[src/rtl/sram_port_arbiter_if.sv]
// One sram-like port: address phase (req/addr_ok) and in-order response (data_ok/rdata).
// The master drives the request payload; the slave answers with addr_ok, data_ok and rdata.
interface sram_port_arbiter_if;
    logic        req;
    logic        wr;
    logic [3:0]  wstrb;
    logic [31:0] addr;
    logic [31:0] wdata;
    logic        addr_ok;
    logic        data_ok;
    logic [31:0] rdata;

    modport master (
        output req, wr, wstrb, addr, wdata,
        input  addr_ok, data_ok, rdata
    );

    modport slave (
        input  req, wr, wstrb, addr, wdata,
        output addr_ok, data_ok, rdata
    );
endinterface

[src/rtl/sram_port_arbiter.sv]
// Shares one sram-like memory port between the inst and data requesters.
// Data wins by default, a starved inst is forced through, and responses route via an in-order owner FIFO.
module sram_port_arbiter #(
    parameter int DEPTH        = 2,
    parameter int STARVE_LIMIT = 4
) (
    input  logic                 clk,
    input  logic                 resetn,
    sram_port_arbiter_if.slave   inst,
    sram_port_arbiter_if.slave   data,
    sram_port_arbiter_if.master  m,
    output logic                 err
);
    localparam int PTR_W = (DEPTH > 1) ? $clog2(DEPTH) : 1;
    localparam int CNT_W = $clog2(DEPTH + 1);

    logic             lock_valid_reg;
    logic             lock_owner_reg;
    logic [PTR_W-1:0] rd_ptr_reg;
    logic [PTR_W-1:0] wr_ptr_reg;
    logic [CNT_W-1:0] count_reg;
    logic [3:0]       starve_reg;
    logic             err_reg;
    logic [DEPTH-1:0] fifo_q;

    logic sel;
    logic sel_req;
    logic full;
    logic fire;
    logic resp;
    logic head;

    assign full = (count_reg == CNT_W'(DEPTH));

    // Owner 0 is inst, 1 is data; an un-accepted request keeps its grant.
    always_comb begin
        sel = 1'b0;
        if (lock_valid_reg)
            sel = lock_owner_reg;
        else if (inst.req && data.req && (starve_reg == 4'(STARVE_LIMIT)))
            sel = 1'b0;
        else if (data.req)
            sel = 1'b1;
        else
            sel = 1'b0;
    end

    assign sel_req = sel ? data.req : inst.req;

    assign m.req   = resetn & ~full & sel_req;
    assign m.wr    = sel ? data.wr    : inst.wr;
    assign m.wstrb = sel ? data.wstrb : inst.wstrb;
    assign m.addr  = sel ? data.addr  : inst.addr;
    assign m.wdata = sel ? data.wdata : inst.wdata;

    assign fire         = m.req & m.addr_ok;
    assign inst.addr_ok = fire & ~sel;
    assign data.addr_ok = fire & sel;

    assign resp         = m.data_ok & (count_reg != '0);
    assign head         = fifo_q[rd_ptr_reg];
    assign inst.data_ok = resp & ~head;
    assign data.data_ok = resp & head;
    assign inst.rdata   = inst.data_ok ? m.rdata : 32'h0;
    assign data.rdata   = data.data_ok ? m.rdata : 32'h0;

    assign err = err_reg;

    // One owner bit per FIFO slot, written only when the write pointer points at it.
    generate
        for (genvar gi = 0; gi < DEPTH; gi++) begin : g_fifo
            logic entry_reg;
            always_ff @(posedge clk or negedge resetn) begin
                if (!resetn)
                    entry_reg <= 1'b0;
                else if (fire && (wr_ptr_reg == PTR_W'(gi)))
                    entry_reg <= sel;
            end
            assign fifo_q[gi] = entry_reg;
        end
    endgenerate

    always_ff @(posedge clk or negedge resetn) begin
        if (!resetn) begin
            lock_valid_reg <= 1'b0;
            lock_owner_reg <= 1'b0;
            rd_ptr_reg     <= '0;
            wr_ptr_reg     <= '0;
            count_reg      <= '0;
            starve_reg     <= '0;
            err_reg        <= 1'b0;
        end else begin
            if (fire) begin
                lock_valid_reg <= 1'b0;
            end else if (m.req) begin
                lock_valid_reg <= 1'b1;
                lock_owner_reg <= sel;
            end

            if (fire)
                wr_ptr_reg <= wr_ptr_reg + PTR_W'(1);
            if (resp)
                rd_ptr_reg <= rd_ptr_reg + PTR_W'(1);

            case ({fire, resp})
                2'b10:   count_reg <= count_reg + CNT_W'(1);
                2'b01:   count_reg <= count_reg - CNT_W'(1);
                default: count_reg <= count_reg;
            endcase

            if (m.data_ok && (count_reg == '0))
                err_reg <= 1'b1;

            // Counts data wins that overtook a waiting inst request.
            if (fire && sel && inst.req) begin
                if (starve_reg != 4'(STARVE_LIMIT))
                    starve_reg <= starve_reg + 4'd1;
            end else if ((fire && !sel) || !inst.req) begin
                starve_reg <= 4'd0;
            end
        end
    end
endmodule

[src/flat_wrapper.sv]
// flat-port wrapper written by rule: the top's interface ports become plain ports
module sram_port_arbiter_flat 
#(
    parameter int DEPTH        = 2,
    parameter int STARVE_LIMIT = 4
)
  (clk, resetn, err, inst_req, inst_wr, inst_wstrb, inst_addr, inst_wdata, inst_addr_ok, inst_data_ok, inst_rdata, data_req, data_wr, data_wstrb, data_addr, data_wdata, data_addr_ok, data_data_ok, data_rdata, m_req, m_wr, m_wstrb, m_addr, m_wdata, m_addr_ok, m_data_ok, m_rdata);
  sram_port_arbiter_if inst_i ();
  sram_port_arbiter_if data_i ();
  sram_port_arbiter_if m_i ();
  input  logic clk;
  input  logic resetn;
  output logic err;
  input wire logic [$bits(inst_i.req)-1:0] inst_req;
  input wire logic [$bits(inst_i.wr)-1:0] inst_wr;
  input wire logic [$bits(inst_i.wstrb)-1:0] inst_wstrb;
  input wire logic [$bits(inst_i.addr)-1:0] inst_addr;
  input wire logic [$bits(inst_i.wdata)-1:0] inst_wdata;
  output wire logic [$bits(inst_i.addr_ok)-1:0] inst_addr_ok;
  output wire logic [$bits(inst_i.data_ok)-1:0] inst_data_ok;
  output wire logic [$bits(inst_i.rdata)-1:0] inst_rdata;
  input wire logic [$bits(data_i.req)-1:0] data_req;
  input wire logic [$bits(data_i.wr)-1:0] data_wr;
  input wire logic [$bits(data_i.wstrb)-1:0] data_wstrb;
  input wire logic [$bits(data_i.addr)-1:0] data_addr;
  input wire logic [$bits(data_i.wdata)-1:0] data_wdata;
  output wire logic [$bits(data_i.addr_ok)-1:0] data_addr_ok;
  output wire logic [$bits(data_i.data_ok)-1:0] data_data_ok;
  output wire logic [$bits(data_i.rdata)-1:0] data_rdata;
  output wire logic [$bits(m_i.req)-1:0] m_req;
  output wire logic [$bits(m_i.wr)-1:0] m_wr;
  output wire logic [$bits(m_i.wstrb)-1:0] m_wstrb;
  output wire logic [$bits(m_i.addr)-1:0] m_addr;
  output wire logic [$bits(m_i.wdata)-1:0] m_wdata;
  input wire logic [$bits(m_i.addr_ok)-1:0] m_addr_ok;
  input wire logic [$bits(m_i.data_ok)-1:0] m_data_ok;
  input wire logic [$bits(m_i.rdata)-1:0] m_rdata;
  assign inst_i.req = inst_req;
  assign inst_i.wr = inst_wr;
  assign inst_i.wstrb = inst_wstrb;
  assign inst_i.addr = inst_addr;
  assign inst_i.wdata = inst_wdata;
  assign inst_addr_ok = inst_i.addr_ok;
  assign inst_data_ok = inst_i.data_ok;
  assign inst_rdata = inst_i.rdata;
  assign data_i.req = data_req;
  assign data_i.wr = data_wr;
  assign data_i.wstrb = data_wstrb;
  assign data_i.addr = data_addr;
  assign data_i.wdata = data_wdata;
  assign data_addr_ok = data_i.addr_ok;
  assign data_data_ok = data_i.data_ok;
  assign data_rdata = data_i.rdata;
  assign m_req = m_i.req;
  assign m_wr = m_i.wr;
  assign m_wstrb = m_i.wstrb;
  assign m_addr = m_i.addr;
  assign m_wdata = m_i.wdata;
  assign m_i.addr_ok = m_addr_ok;
  assign m_i.data_ok = m_data_ok;
  assign m_i.rdata = m_rdata;
  sram_port_arbiter #(.DEPTH(DEPTH), .STARVE_LIMIT(STARVE_LIMIT)) u_core (.clk(clk), .resetn(resetn), .inst(inst_i), .data(data_i), .m(m_i), .err(err));
endmodule
[config.mk]
export PLATFORM = sky130hd
export DESIGN_NAME = sram_port_arbiter_flat
export DESIGN_NICKNAME = d
export VERILOG_FILES = /design/src/rtl/sram_port_arbiter_if.sv /design/src/rtl/sram_port_arbiter.sv /design/src/flat_wrapper.sv
export SDC_FILE = /design/constraint.sdc
export NUM_CORES = 1
export LEC_CHECK = 0
export ABC_AREA = 1
export BUFFER_PORTS_ARGS = -buffer_cell sky130_fd_sc_hd__buf_2
export CAP_MARGIN = 0
export CELL_PAD_IN_SITES_DETAIL_PLACEMENT = 1
export CELL_PAD_IN_SITES_GLOBAL_PLACEMENT = 2
export CORE_MARGIN = 5
export CORE_UTILIZATION = 10
export CTS_CLUSTER_DIAMETER = 120
export DETAILED_ROUTE_END_ITERATION = 8
export PLACE_DENSITY_LB_ADDON = 0.1
export SLEW_MARGIN = 20
export SYNTH_ARGS = -nofsm -noshare
export SYNTH_HDL_FRONTEND = slang
export SYNTH_SLANG_ARGS = --single-unit
[constraint.sdc]
create_clock -name clk -period 2 [get_ports clk]
set_input_delay 0.2 -clock clk [delete_from_list [all_inputs] [get_ports clk]]
set_output_delay 0.2 -clock clk [all_outputs]
set_load 0.05 [all_outputs]
==> metrics.txt, run 1 <==
outcome=complete, no violations; CP max-delay cell=dfrtp_1; Worst Hold Class=primary input to flip-flop; Startpoint Class=flip-flop; Clock Skews=around 0.0025 ns; DR iter-0 viols=between 80 and 90; leakage power=0.00317 uW; setup_tns=0 ns; CP Cell Sequence=inv_2 > ha_4 > nand4_1 > nand2_2 > nand2_8 > buf_12 > clkbuf_16 > nand2_2 > nand2_2 > buf_8; Yosys reg bits=13; Hold Fails Final Rpt=0; Layout Area Growth over Synthesis=162%; CP top delay family=buffers and inverters; min Tclk post-route=1.98 ns; fmax=505 MHz; vias in the first global route=3,924; final RePlAce weighted congestion=between 0.8 and 0.9; worst-skew pair later-pin latency=0.24 ns; clock transition time at the flip-flop clock pins of the worst setup and hold paths=0.05 ns; Yosys cell types=24; CP Max Fanout=8; initial antenna violation count=1; area leader, netlist=nand2_1; Num CTS Buffers=3; worst path bufs/invs=4; clock root cell=clkbuf_16; IO Port Bufs=314; Vert. Die Dim=154 um; num ports=315; sequential element share of the synthesized area=0.157; Syn. warnings=0; Nets=926; hold_ws=between 0.15 and 0.2 ns; via count=slightly below 4k; largest net degree at the start of global routing=34; ranking of synthesized cells by area=nand2_1 40%, dfrtp_1 16%, nor2_1 14%, inv_1 8.0%, buf_6 3.8%; TritonCTS clock tree=built; Vias/cell=3.78; Setup crit end kind=primary output; maximum VDD drop=0.000570 V; final WL=16,800 um; Die Wd=154 um; slowest stage delay, CP=0.38 ns; critical path type=flip-flop to primary output; Core ar.=~20,000 um2; H-tree lvl count=1; max_slew headroom=0.813; DRT Pass-1 Iters=4; Max Cap Violations=0; Synth Instances=419; Initial Utilization=0.102; commonest cells after routing, fill and taps aside=240 x buf_2, 112 x nand2_1, 107 x nand2_2, 48 x buf_6; Final HPWL DP=around 13,000 um; max reg flops=4; CTS Sinks=13; Overall Global Routing Usage=0.124; Overflow after GRT=0; maximum buffer depth of the clock tree=2; final core occ=0.267; most common cell after layout, fill and taps aside=buf_2; Pins Over Slew Limit=0; first-pass GRT wire length=23,200 um; setup violators final=0; DR DRC count=0; RSZ-0062 raised after global routing=yes; post-synth top area share=0.405; Mapped Nets=598; Worst-Margin Slew=0.280 ns; post-route clock period utilization=0.991; antenna viol nets, final=0; die area=23,700 um2; FP Rows=52; Syn Area/Cell=4.94 um2; Critical Path AT=1.78 ns; share of post-route cells with drive strength above 1=0.685; Pwr per Cell Area=1920 nW/um2; Required @ worst endpoint=1.80 ns; CP most frequent cell=nand2_2; mapped cell area=2070 um2; routed length per instance=16.5 um
[logic make-up (layout without fill, tap and decap cells)]
group	after synthesis	in the layout	synth area share
compound gates	11	11	0.0327
buf+inv	70	397	0.164
simple gates	317	317	0.607
flops	13	13	0.157
other cells	0	1	0
xor+xnor	5	5	0.0212
fa+ha+maj	3	3	0.0182
[layer usage]
| metal | global-route usage | vias to the layer above | share of wire |
|---|---|---|---|
| li1 | - | 1880 | - |
| met1 | 0.134 | 1767 | 0.37 |
| met2 | 0.249 | 185 | 0.54 |
| met3 | 0.0275 | 12 | 0.070 |
| met4 | 0.0160 | 0 | 0.012 |
| met5 | 0 | - | 0 |
[cell type report]
cell class	instances	area, um2
Antenna cell	1	2.50
Clock buffer	4	78.8
Fill cell	2613	14900
Inverter	48	211
Multi-Input combinational cell	336	1840
Sequential cell	13	325
Tap cell	270	338
Timing Repair Buffer	345	2620
[repair_timing]
item,in CTS,in global routing
resized for setup,113,196
endpoints found under the setup margin,103,103
buffers inserted,4,2
hold buffers,1,0
hold endpoints to repair,13,0
cloned,4,6
pin swaps,2,24
[worst paths after layout]
path | from | end | slack [ns] | cells past startpoint
worst min-delay path | m_data_ok | u_core.err$_DFFE_PN0P_ | 0.20 | 2
worst max register to register | u_core.starve_reg[0]$_DFFE_PN0P_ | u_core.count_reg[1]$_DFFE_PN0P_ | 0.14 | 11
max in group asynchronous | resetn | u_core.wr_ptr_reg$_DFFE_PN0N_ | 1.39 | 3
worst min register to register | u_core.err$_DFFE_PN0P_ | u_core.err$_DFFE_PN0P_ | 0.45 | 1
worst max-delay path | u_core.starve_reg[0]$_DFFE_PN0P_ | m_wdata[31] | 0.02 | 10
min in group asynchronous | resetn | u_core.starve_reg[1]$_DFFE_PN0P_ | 0.44 | 3
[where the power goes]
| group | leakage [uW] | total (uW) | switching (uW) | internal (uW) |
|---|---|---|---|---|
| logic | 0.00297 | 9600 | 6320 | 3280 |
| registers | 0.000161 | 424 | 74.6 | 350 |
| clock network | 0.0000382 | 384 | 115 | 269 |
[Yosys cell counts]
cell type  count
nand2_1      223
nor2_1        77
inv_1         44
buf_2         13
dfrtp_1       13
nand3_1        8
buf_6          7
inv_2          4
o21ai_0        4
ha_1           3
nand2_2        3
xnor2_1        3
buf_4          2
nand4_2        2
o21ai_1        2
o21ai_2        2
xor2_1         2
a21o_1         1
a21oi_1        1
nand3_2        1
nand3_4        1
nand4_1        1
nor2_4         1
o31ai_1        1
[per-stage QoR]
| step | worst slack (ns) | instances | cell area (um2) | total power, uW |
|---|---|---|---|---|
| 5_1_grt | -0.0924 | 1017 | 5410 | 11000 |
| 6_report | 0.0190 | 1017 | 5410 | 10400 |
| 2_1_floorplan | -0.165 | 419 | 2150 | 5740 |
| 4_1_cts | -0.000855 | 1008 | 4630 | 9120 |
| 3_3_place_gp | 0.0823 | 995 | 4070 | 7550 |
| 3_5_place_dp | 0.0668 | 995 | 4070 | 7560 |
Note: power is estimated with default switching activity, not from simulation.
==> run 2: changes to the inputs <==
--- a/config.mk
+++ b/config.mk
@@ -10,6 +10,7 @@
 export CAP_MARGIN = 0
 export CELL_PAD_IN_SITES_DETAIL_PLACEMENT = 1
 export CELL_PAD_IN_SITES_GLOBAL_PLACEMENT = 2
+export CORE_ASPECT_RATIO = 2
 export CORE_MARGIN = 5
 export CORE_UTILIZATION = 10
 export CTS_CLUSTER_DIAMETER = 120
==> constraint.sdc (replaced) <==
create_clock -name clk -period 2 [get_ports clk]
set_input_delay 0.3 -clock clk [delete_from_list [all_inputs] [get_ports clk]]
set_output_delay 0.3 -clock clk [all_outputs]
set_load 0.05 [all_outputs]
==> metrics.txt, run 2 (synthesized netlist as in run 1, its figures left out) <==
outcome=complete, but fails checks; failing checks=negative setup slack; maximum buffer depth of the clock tree=2; PnR worst setup slack=-0.109 ns; setup violators final=72; Core ar.=20,400 um2; initial antenna violation count=1; final RePlAce weighted congestion=0.809; commonest cells after routing, fill and taps aside=181 x buf_2, 159 x nand2_1, 77 x buf_6, 65 x nand2_2, 52 x buf_4; largest net degree at the start of global routing=23; Setup crit end kind=primary output; vias in the first global route=4,256; Hold Fails Final Rpt=0; maximum VDD drop=0.000842 V; share of post-route cells with drive strength above 1=0.675; Layout Area Growth over Synthesis=186%; Pins Over Slew Limit=0; Initial Utilization=0.102; reg2reg setup slack=0.13 ns; Multi-input gate area=1870 um2; CP max-delay cell=dfrtp_1; leakage power=0.00330 uW; CP Max Fanout=7; Nets=between 900 and 1k; post-route clock period utilization=1.05; num ports=315; Max Cap Violations=0; CTS Sinks=13; CP Cell Sequence=inv_2 > ha_4 > nand4_1 > nand2_2 > nand2_8 > buf_12 > clkbuf_16 > nand2_2 > nand2_1 > buf_6; total design power=11,200 uW; final core occ=0.290; TritonCTS clock tree=built; slowest stage delay, CP=0.39 ns; Final HPWL DP=13,100 um; fmax=474 MHz; antenna viol nets, final=0; most common cell after layout, fill and taps aside=buf_2; routed length per instance=between 15 and 20 um; FF-to-FF path depth=12; Sequential cell area=325 um2; Vert. Die Dim=roughly 210 um; via count=3,953; Clock Skews=0.00271 ns; max reg flops=4; Overflow after GRT=0; DR iter-0 viols=72; fill cell count=between 2k and 3k; hold_ws=0.0195 ns; clock transition time at the flip-flop clock pins of the worst setup and hold paths=0.05 ns; critical path type=flip-flop to primary output; DRT Pass-1 Iters=4; max_slew headroom=0.812; worst-skew pair later-pin latency=roughly 0.25 ns; Vias/cell=about 3.8; FP Rows=74; Hold Buf Count CTS=0; Die Wd=112 um; R2R Path Start=u_core.starve_reg[0]$_DFFE_PN0P_; Required @ worst endpoint=between 1.5 and 2 ns; DR DRC count=0; Final Cell Area=just under 6000 um2; final WL=16,900 um; Num CTS Buffers=3; CP most frequent cell=nand2_2; clock root cell=clkbuf_16; IO Port Bufs=between 300 and 400; Critical Path AT=1.81 ns; min Tclk post-route=2.11 ns; placed cell area=between 4000 and 5000 um2; first-pass GRT wire length=23,700 um; worst reg2reg path endpoint=u_core.starve_reg[2]$_DFFE_PN0P_; die area=23,800 um2; H-tree lvl count=1; Overall Global Routing Usage=0.125; Worst Hold Class=primary input to asynchronous set/reset pin; Worst-Margin Slew=around 0.28 ns; setup_tns=-4.96 ns; Pwr per Cell Area=roughly 1900 nW/um2; Startpoint Class=flip-flop; RSZ-0062 raised after global routing=yes
## run 2: changes by cell type in the layout (fill, tap and decap cells not counted), sizes merged
cell | previous run | this run
buf | 335 | 344
clkbuf | 13 | 25
clkinv | 1 | 2
dlygate4sd3 | 1 | 0
inv | 47 | 46
## run 2: metrics by stage
| step | setup slack, ns | cells |
|---|---|---|
| after detailed placement | -0.00703 | 1000 |
| after CTS | -0.188 | 1017 |
| after global placement | -0.0171 | 1000 |
| after floorplan | -0.115 | 419 |
| after global routing | -0.189 | 1033 |
| final | -0.109 | 1033 |
## run 2: where the power goes
| group | internal [uW] | switching, uW | leakage, uW |
|---|---|---|---|
| Combinational | 3960 | 6440 | 0.00310 |
| Clock | 270 | 126 | 0.0000382 |
| Sequential | 350 | 67.7 | 0.000161 |
## run 2: how the worst max path moves through the flow
stage | start | endpoint | slack (ns) | depth (start not counted)
global route | u_core.starve_reg[0]$_DFFE_PN0P_ | m_wdata[20] | -0.19 | 10
global placement | u_core.starve_reg[0]$_DFFE_PN0P_ | m_wdata[9] | -0.02 | 10
detailed placement | u_core.starve_reg[0]$_DFFE_PN0P_ | m_addr[25] | -0.007 | 10
CTS | u_core.starve_reg[0]$_DFFE_PN0P_ | m_wdata[24] | -0.19 | 11
finish | u_core.starve_reg[0]$_DFFE_PN0P_ | m_wdata[20] | -0.11 | 10
floorplan | u_core.count_reg[0]$_DFFE_PN0P_ | data_rdata[0] | -0.11 | 4
## run 2: layer usage
metal	vias to the layer above	track usage	wire length (um)
li1	1921	-	-
met1	1822	0.113	5240
met2	202	0.272	10300
met3	8	0.0305	1270
met4	0	0.0260	174
met5	-	0	0
## run 2: area by class of cell
type                       count  area share
sequential                    13      0.0550
timing repair buffer         365       0.526
antenna                        1    0.000423
multi-input combinational    336       0.316
inverter                      48      0.0334
tap                          266      0.0563
clock buffer                   4      0.0133
## run 2: repair_timing
item,4_1_cts,5_1_grt
gates cloned,6,8
resized for setup,198,146
buffers inserted,7,9
pin swaps,3,11
endpoints found under the setup margin,123,130
## run 2: worst max-delay path, delay by kind of cell, from the launching register on
family | cells | cell delay (ns)
and+or+nand+nor | 5 | 0.47
DFF | 1 | 0.39
adders and majority gates | 1 | 0.13
buffers and inverters | 4 | 0.55
==> run 3: changes to the inputs <==
--- a/config.mk
+++ b/config.mk
@@ -14,9 +14,12 @@
 export CORE_MARGIN = 5
 export CORE_UTILIZATION = 10
 export CTS_CLUSTER_DIAMETER = 120
+export CTS_CLUSTER_SIZE = 14
 export DETAILED_ROUTE_END_ITERATION = 8
+export GPL_ROUTABILITY_DRIVEN = 0
 export PLACE_DENSITY_LB_ADDON = 0.1
 export SLEW_MARGIN = 20
 export SYNTH_ARGS = -nofsm -noshare
 export SYNTH_HDL_FRONTEND = slang
 export SYNTH_SLANG_ARGS = --single-unit
+export TNS_END_PERCENT = 1
==> metrics.txt, run 3 (synthesized netlist as in run 1, its figures left out) <==
outcome=complete, but fails checks; failing checks=negative setup slack; combinational power share=0.920; clock share of power=0.038; most common cell after layout, fill and taps aside=buf_2; Die Wd=about 110 um; antenna viol nets, final=0; Initial Utilization=0.102; Hold Fails Final Rpt=0; Overflow after GRT=0; Overall Global Routing Usage=0.113; Hold Buf Count CTS=0; switch share=0.632; Startpoint Class=flip-flop; Setup crit end kind=primary output; TritonCTS clock tree=built; post-route clock period utilization=1.05; min Tclk post-route=about 2.1 ns; Pins Over Slew Limit=0; Final HPWL DP=12,500 um; setup_tns=-5.88 ns; placed cell area=between 4000 and 5000 um2; Clock Skews=0.00233 ns; final WL=~17,000 um; Vias/cell=roughly 3.8; PnR worst setup slack=-0.101 ns; fmax=approximately 480 MHz; Worst-Margin Slew=0.271 ns; Reg power frac=0.041; Critical Path AT=1.80 ns; clock root cell=clkbuf_16; critical path type=flip-flop to primary output; first-pass GRT wire length=21,700 um; largest net degree at the start of global routing=74; Final Cell Area=5310 um2; DRT Pass-1 Iters=4; Num CTS Buffers=3; vias in the first global route=3,978; clock transition time at the flip-flop clock pins of the worst setup and hold paths=0.05 ns; max reg flops=4; n_diodes=0; num ports=315; Required @ worst endpoint=between 1.5 and 2 ns; worst-skew pair later-pin latency=0.24 ns; FP Rows=74; DR DRC count=0; Vert. Die Dim=213 um; maximum VDD drop=0.000773 V; Nets=between 900 and 1k; reg2reg setup slack=0.10 ns; fill cell count=2,579; Core ar.=between 20,000 and 25,000 um2; commonest cells after routing, fill and taps aside=209 x buf_2, 178 x nand2_1, 64 x nor2_2, 61 x buf_6, 47 x nand2_2; Layout Area Growth over Synthesis=157%; DR iter-0 viols=82; IO Port Bufs=between 300 and 400; maximum buffer depth of the clock tree=2; Pwr per Cell Area=1920 nW/um2; switching power=6450 uW; CTS Sinks=13; Max Cap Violations=0; via count=3,796; max_slew headroom=0.821; CP Max Fanout=7; routed length per instance=around 17 um; die area=23,800 um2; H-tree lvl count=1; leakage power=0.00308 uW; hold_ws=0.0311 ns; Worst Hold Class=primary input to asynchronous set/reset pin; RSZ-0062 raised after global routing=yes; setup violators final=between 70 and 80; share of post-route cells with drive strength above 1=0.641; initial antenna violation count=0; Power Internal=about 3800 uW
## run 3: changes by cell type in the layout (fill, tap and decap cells not counted), sizes merged
cell,before,now
diode,1,0
inv,46,47
clkbuf,25,32
buf,344,313
## run 3: critical path: stages (launching register included)
cell       delay, ns
dfrtp_1         0.39
inv_2           0.08
ha_4            0.13
nand4_1         0.09
nand2_2         0.15
nand2_8         0.15
clkinv_16       0.11
clkbuf_16       0.17
nand2_2         0.05
nand2_2         0.07
buf_6           0.15
## run 3: path summary, 6_finish.rpt
| kind | start | end | cells after the start |
|---|---|---|---|
| worst max-delay path | u_core.starve_reg[0]$_DFFE_PN0P_ | m_addr[23] | 10 |
| worst min-delay path | resetn | u_core.starve_reg[1]$_DFFE_PN0P_ | 2 |
| worst max register to register | u_core.starve_reg[0]$_DFFE_PN0P_ | u_core.count_reg[1]$_DFFE_PN0P_ | 11 |
| worst min register to register | u_core.err$_DFFE_PN0P_ | u_core.err$_DFFE_PN0P_ | 1 |
| max in group asynchronous | resetn | u_core.lock_valid_reg$_DFFE_PN0P_ | 2 |
| min in group clk | m_data_ok | u_core.err$_DFFE_PN0P_ | 2 |
## run 3: stage by stage
| step | setup slack, ns | power [uW] | std cells | util |
|---|---|---|---|---|
| 6_report | -0.101 | 10200 | 1009 | 0.261 |
| 5_1_grt | -0.216 | 10800 | 1009 | 0.261 |
| 4_1_cts | -0.266 | 8840 | 996 | 0.227 |
| 3_5_place_dp | -0.0622 | 7680 | 992 | 0.205 |
| 3_3_place_gp | -0.0553 | 7660 | 992 | 0.205 |
| 2_1_floorplan | -0.115 | 5820 | 419 | - |
## run 3: repair_timing
item / 4_1_cts / 5_1_grt
hold endpoints to repair: 0 / 0
setup endpoints to repair: 121 / 131
cloned: 0 / 12
pin swaps: 2 / 18
setup buffers: 0 / 1
resized for setup: 118 / 163
## run 3: power groups by stage
stage	Sequential (uW)	Combinational (uW)	Clock (uW)
floorplan	409	5410	0
CTS	419	8020	398
detailed placement	415	7260	0
finish	422	9390	392
global route	436	9910	411
global placement	410	7250	0
## run 3: metal layers
metal  GRT usage  part of all wire
met5           0                 0
met4      0.0185             0.011
met3      0.0271             0.071
met2       0.236              0.60
met1       0.112              0.32
## run 3: area by class of cell
class / instances / area, um2 / share of cell area
multi-input combinational: 336 / 1730 / 0.327
inverter: 48 / 209 / 0.0394
timing repair inverter: 1 / 16.3 / 0.00306
tap: 266 / 333 / 0.0627
clock buffer: 4 / 78.8 / 0.0149
sequential: 13 / 325 / 0.0613
timing repair buffer: 341 / 2610 / 0.492
